$ cat src/rtl/adder_pkg.sv
// Shared definitions for the sequential chunked adder.
package adder_pkg;

    typedef enum logic [1:0] {
        IDLE = 2'd0,
        RUN  = 2'd1,
        DONE = 2'd2
    } state_e;

endpackage

$ cat src/rtl/chunk_ripple_adder.sv
// Combinational ripple-carry adder over one CHUNK-bit slice.
module chunk_ripple_adder #(
    parameter int CHUNK = 4
) (
    input  logic [CHUNK-1:0] a_i,
    input  logic [CHUNK-1:0] b_i,
    input  logic             c_i,
    output logic [CHUNK-1:0] sum_o,
    output logic             cout_o,
    output logic             c_msb_o
);

    logic [CHUNK:0] c;

    always_comb begin
        c     = '0;
        sum_o = '0;
        c[0]  = c_i;
        for (int i = 0; i < CHUNK; i++) begin
            sum_o[i] = a_i[i] ^ b_i[i] ^ c[i];
            c[i+1]   = (a_i[i] & b_i[i]) | (c[i] & (a_i[i] ^ b_i[i]));
        end
    end

    assign cout_o  = c[CHUNK];
    // Carry into the top bit; XOR with cout gives signed overflow.
    assign c_msb_o = c[CHUNK-1];

endmodule

$ cat src/rtl/seq_chunk_adder.sv
// Multi-cycle add/subtract, CHUNK bits per clock with a registered carry.
module seq_chunk_adder #(
    parameter int WIDTH = 16,
    parameter int CHUNK = 4
) (
    input  logic             clk,
    input  logic             reset,
    input  logic             in_valid,
    output logic             in_ready,
    input  logic [WIDTH-1:0] a,
    input  logic [WIDTH-1:0] b,
    input  logic             c_in,
    input  logic             sub,
    output logic             out_valid,
    input  logic             out_ready,
    output logic [WIDTH-1:0] s,
    output logic             c_out,
    output logic             ovf
);
    import adder_pkg::*;

    localparam int NCHUNK = WIDTH / CHUNK;
    localparam int IW     = (NCHUNK > 1) ? $clog2(NCHUNK) : 1;

    state_e           state_q, state_d;
    logic [IW-1:0]    idx_q, idx_d;
    logic [WIDTH-1:0] a_q, a_d;
    logic [WIDTH-1:0] b_q, b_d;
    logic             carry_q, carry_d;
    logic [WIDTH-1:0] s_q, s_d;
    logic             c_out_q, c_out_d;
    logic             ovf_q, ovf_d;

    logic [CHUNK-1:0] a_ch, b_ch, ch_sum;
    logic             ch_cout, ch_cmsb;
    logic             last;

    always_comb begin
        a_ch = '0;
        b_ch = '0;
        for (int k = 0; k < NCHUNK; k++) begin
            if (idx_q == IW'(k)) begin
                a_ch = a_q[k*CHUNK +: CHUNK];
                b_ch = b_q[k*CHUNK +: CHUNK];
            end
        end
    end

    chunk_ripple_adder #(.CHUNK(CHUNK)) u_chunk (
        .a_i    (a_ch),
        .b_i    (b_ch),
        .c_i    (carry_q),
        .sum_o  (ch_sum),
        .cout_o (ch_cout),
        .c_msb_o(ch_cmsb)
    );

    assign last = (idx_q == IW'(NCHUNK - 1));

    always_comb begin
        state_d = state_q;
        idx_d   = idx_q;
        a_d     = a_q;
        b_d     = b_q;
        carry_d = carry_q;
        s_d     = s_q;
        c_out_d = c_out_q;
        ovf_d   = ovf_q;
        unique case (state_q)
            IDLE: begin
                if (in_valid) begin
                    // Subtract as a + ~b + 1: invert b here, seed carry with 1.
                    a_d     = a;
                    b_d     = b ^ {WIDTH{sub}};
                    carry_d = sub | c_in;
                    idx_d   = '0;
                    s_d     = '0;
                    state_d = RUN;
                end
            end
            RUN: begin
                carry_d = ch_cout;
                idx_d   = idx_q + IW'(1);
                for (int k = 0; k < NCHUNK; k++) begin
                    if (idx_q == IW'(k)) begin
                        s_d[k*CHUNK +: CHUNK] = ch_sum;
                    end
                end
                if (last) begin
                    c_out_d = ch_cout;
                    ovf_d   = ch_cout ^ ch_cmsb;
                    idx_d   = '0;
                    state_d = DONE;
                end
            end
            DONE: begin
                if (out_ready) begin
                    state_d = IDLE;
                end
            end
            default: state_d = IDLE;
        endcase
    end

    always_ff @(posedge clk or posedge reset) begin
        if (reset) begin
            state_q <= IDLE;
            idx_q   <= '0;
            a_q     <= '0;
            b_q     <= '0;
            carry_q <= 1'b0;
            s_q     <= '0;
            c_out_q <= 1'b0;
            ovf_q   <= 1'b0;
        end else begin
            state_q <= state_d;
            idx_q   <= idx_d;
            a_q     <= a_d;
            b_q     <= b_d;
            carry_q <= carry_d;
            s_q     <= s_d;
            c_out_q <= c_out_d;
            ovf_q   <= ovf_d;
        end
    end

    assign in_ready  = (state_q == IDLE);
    assign out_valid = (state_q == DONE);
    assign s         = s_q;
    assign c_out     = c_out_q;
    assign ovf       = ovf_q;

endmodule

$ cat config.mk
export PLATFORM = sky130hd
export DESIGN_NAME = seq_chunk_adder
export DESIGN_NICKNAME = d
export VERILOG_FILES = /design/src/rtl/adder_pkg.sv /design/src/rtl/chunk_ripple_adder.sv /design/src/rtl/seq_chunk_adder.sv
export SDC_FILE = /design/constraint.sdc
export NUM_CORES = 1
export LEC_CHECK = 0
export CAP_MARGIN = 20
export CORE_MARGIN = 3
export CORE_UTILIZATION = 55
export CTS_CLUSTER_SIZE = 20
export DETAILED_ROUTE_END_ITERATION = 10
export GPL_TIMING_DRIVEN = 0
export PLACE_DENSITY = 0.86
export SKIP_LAST_GASP = 1
export SLEW_MARGIN = 20
export SYNTH_ARGS = -nofsm -noshare
export SYNTH_HDL_FRONTEND = slang
export SYNTH_HIERARCHICAL = 1
export SYNTH_SLANG_ARGS = --single-unit
$ cat constraint.sdc
create_clock -name clk -period 8.4 [get_ports clk]
set_clock_uncertainty 0.1 [all_clocks]
set_input_delay 2.52 -clock clk [delete_from_list [all_inputs] [get_ports clk]]
set_output_delay 2.52 -clock clk [all_outputs]
set_load 0.02 [all_outputs]
==> key figures <==
Drt
  – ANT nets after route: 0
  – DRC viols: 0
  – Routed vias: between 2000 and 2500
  – Routed WL: slightly below 6000 µm
  – 1st-iter DRT viols: roughly 120
  – First drt pass iteration count: 4
  – Vias per inst: between 5 and 6
  – Post-DR wirelength/cell: 14.8 µm

Worst setup path
  – CP delay by family, top: buffers and inverters
  – Data required, critical path: approximately 5.8 ns
  – Max FO, Critical Path: 10
  – Worst setup EP type: output port
  – CP peak stage delay: 0.64 ns
  – Max stage delay cell, worst path: clkdlybuf4s50_1
  – CP Launch Type: register
  – Arr. time, crit path: roughly 1.7 ns
  – Chain of cells forming the critical path: nor2b_1, clkdlybuf4s50_1
  – CP Class: reg -> out
  – Critical path buffers and inverters: 1

Floorplanning
  – Chip height: around 76 µm
  – Number of core rows: 24
  – Core area: between 0.004 and 0.005 mm²
  – IO Count: a little under 60
  – Die width: between 70 and 80 µm
  – Die Area: between 0.005 and 0.006 mm²
  – Starting Density: 0.598

Power and ir drop
  – Power per cell area: 389 mW/mm²
  – Leakage power: 0.00163 µW
  – Worst-case vdd ir drop: between 0.2 and 0.25 mV

Layout
  – Layout Cells excl Fill: a little under 400
  – Finished Cell Area: about 0.0035 mm²
  – Share of cells above drive strength 1: 0.131
  – Nets@finish: between 300 and 400
  – Filler cells: approximately 320
  – Area growth syn-to-layout: 28.8%
  – Final core utilization: 0.769
  – ANT cells: 0

Placement
  – Hpwl dp: 4490 µm
  – GP Congestion: around 0.82
  – Post-Place Cell Area: ~0.0034 mm²
  – # port buffers: 56
  – Inst Count DP: roughly 390

GRT
  – Largest net degree at the start of global routing: 22
  – Vias in the first global route: ~2100
  – Global route overflow: 0
  – First-pass GRT wire length: 9800 µm
  – Initial antenna violation count: 0
  – GRT Resource Usage Total: 0.211

Synthesis
  – Netlist Area Pre-Place: roughly 0.0027 mm²
  – Mean Syn Cell Area: 10.3 µm²
  – #FFs+latches synth: 55
  – Sequential element share of the synthesized area: 0.505
  – Cell variety after synth: 28
  – Synth warn: 6
  – Syn Inst Count: 264
  – Syn Nets: 310

STA
  – Setup TNS: 0 ns
  – Crit path time final: 4.29 ns
  – Final Hold Viols: 0
  – Peak Freq: approximately 0.23 GHz
  – RSZ-0062 raised after global routing: no
  – Max Slew Vio Count: 0
  – Tcrit/Tclk final: 0.510
  – Worst Tran Pin Value: ~0.48 ns
  – Final setup fails: 0
  – Slew headroom: 0.679

CTS
  – Post-cts resize count: 0
  – Htree depth: 2
  – Clock-pin transition on the worst setup and hold timing paths: roughly 0.090 ns
  – Post-CTS setup buffer count: 0
  – Clock latency on the worst-skew pair: approximately 0.31 ns
  – CTS root buffer: clkbuf_8
  – Cts bufs inserted: 5
  – # hold bufs at CTS: 0
  – Clock tree sinks: 55
  – CTS tree: done
  – CTS max path bufs: 2

Hold path
  – Worst min-delay path class: reg -> reg

Status
  – Status: complete, no violations

Job
  – Max Cap Viol: 0
==> area by class of cell <==
class / count / area, µm² / area share
plain buffers: 16 / 114 / 0.0324
clock buffers: 6 / 82.6 / 0.0235
clock inverters: 1 / 5.00 / 0.00143
inverters: 12 / 45.0 / 0.0128
multi-input cells: 181 / 1190 / 0.340
flip-flops and latches: 55 / 1380 / 0.392
well taps: 65 / 81.3 / 0.0232
repair buffers: 58 / 616 / 0.175
==> per-stage QoR <==
step	hold WS (ns)	power, µW	setup WS [ns]
after floorplan	0.344	973	4.44
after global placement	0.360	1190	3.56
after detailed placement	0.363	1230	4.30
after CTS	0.385	1370	4.11
after global routing	0.413	1470	4.03
final	0.382	1370	4.11
==> placed cells by master, fill, tap and decap left out <==
master and instances:
nand2_1 74, clkbuf_1 2, buf_4 2, nand3_2 1, fa_1 4, nor3b_2 1
a21oi_1 1, buf_16 2, nor2_2 1, mux2_1 1, inv_2 1, a21o_1 1
inv_1 11, nor2_1 5, buf_6 5, xnor2_1 17, nand2b_1 1, clkbuf_8 6
dfrtp_1 55, ha_1 4, or3b_1 1, clkbuf_2 1, nand3_1 2, clkinv_2 1
nor2b_1 11, clkdlybuf4s50_1 56, o21ai_0 2, buf_2 6, o21ai_2 16, and3b_1 4
a22o_1 16, a221oi_1 8, o31ai_1 10
==> worst min-delay path, delay by kind of cell (launching register included) <==
family / cells / cell delay [ns]
and+or+nand+nor: 2 / 0.11
DFF: 1 / 0.35
==> logic make-up (layout without fill, tap and decap cells) <==
group	count (synthesis)	count (layout)	synth area share
buf+inv	28	93	0.0583
xor+xnor	17	17	0.0546
simple gates	101	101	0.167
fa+ha+maj	8	8	0.0477
compound gates	54	54	0.164
flops	55	55	0.505
mux	1	1	0.00413
==> report_power, final <==
part           internal (µW)  leakage (µW)  total [µW]  switching, µW
registers                383      0.000696         459           75.6
clock network           64.8     0.0000470         144           79.4
logic                    331      0.000882         762            431
==> Yosys cell counts <==
cell type,instances,area (µm²)
a21o_1,1,7.51
a21oi_1,1,5.00
a221oi_1,8,70.1
a22o_1,16,140
and3b_1,4,35.0
buf_2,6,30.0
buf_4,2,15.0
buf_6,5,56.3
clkbuf_1,2,7.51
clkbuf_2,1,5.00
dfrtp_1,55,1380
fa_1,4,80.1
ha_1,4,50.1
inv_1,12,45.0
mux2_1,1,11.3
nand2_1,74,278
nand2b_1,1,6.26
nand3_1,2,10.0
nand3_2,1,10.0
nor2_1,5,18.8
nor2_2,1,6.26
nor2b_1,11,68.8
nor3b_2,1,12.5
o21ai_0,2,10.0
o21ai_2,16,140
o31ai_1,10,75.1
or3b_1,1,8.76
xnor2_1,17,149
==> per-layer routing <==
metal / vias up / wire length, µm / GRT usage
met5: - / 0 / 0
met4: 0 / 111 / 0.0725
met3: 14 / 286 / 0.0461
met2: 69 / 2870 / 0.366
met1: 1009 / 2560 / 0.259
li1: 1007 / - / -
==> state kept, by name, indices dropped and copies added, names as in the netlist <==
register  flops
c_out         1
ovf           1
s            16
state_q       2
a_q          16
b_q          16
idx_q         2
carry_q       1
==> path summary, 6_finish.rpt <==
kind | startpoint | to | slack [ns] | cells past startpoint
max | state_q[1]$_DFFE_PP0P_ | out_valid | 4.11 | 2
min | a_q[14]$_DFFE_PP0P_ | a_q[14]$_DFFE_PP0P_ | 0.38 | 2
max reg2reg | idx_q[0]$_DFFE_PP0P_ | s[15]$_DFFE_PP0P_ | 4.48 | 12
min reg2reg | a_q[14]$_DFFE_PP0P_ | a_q[14]$_DFFE_PP0P_ | 0.38 | 2
max in group asynchronous | reset | a_q[5]$_DFFE_PP0P_ | 5.19 | 4
min in group asynchronous | reset | b_q[10]$_DFFE_PP0P_ | 2.40 | 2
(Power assumes the default switching activity.)
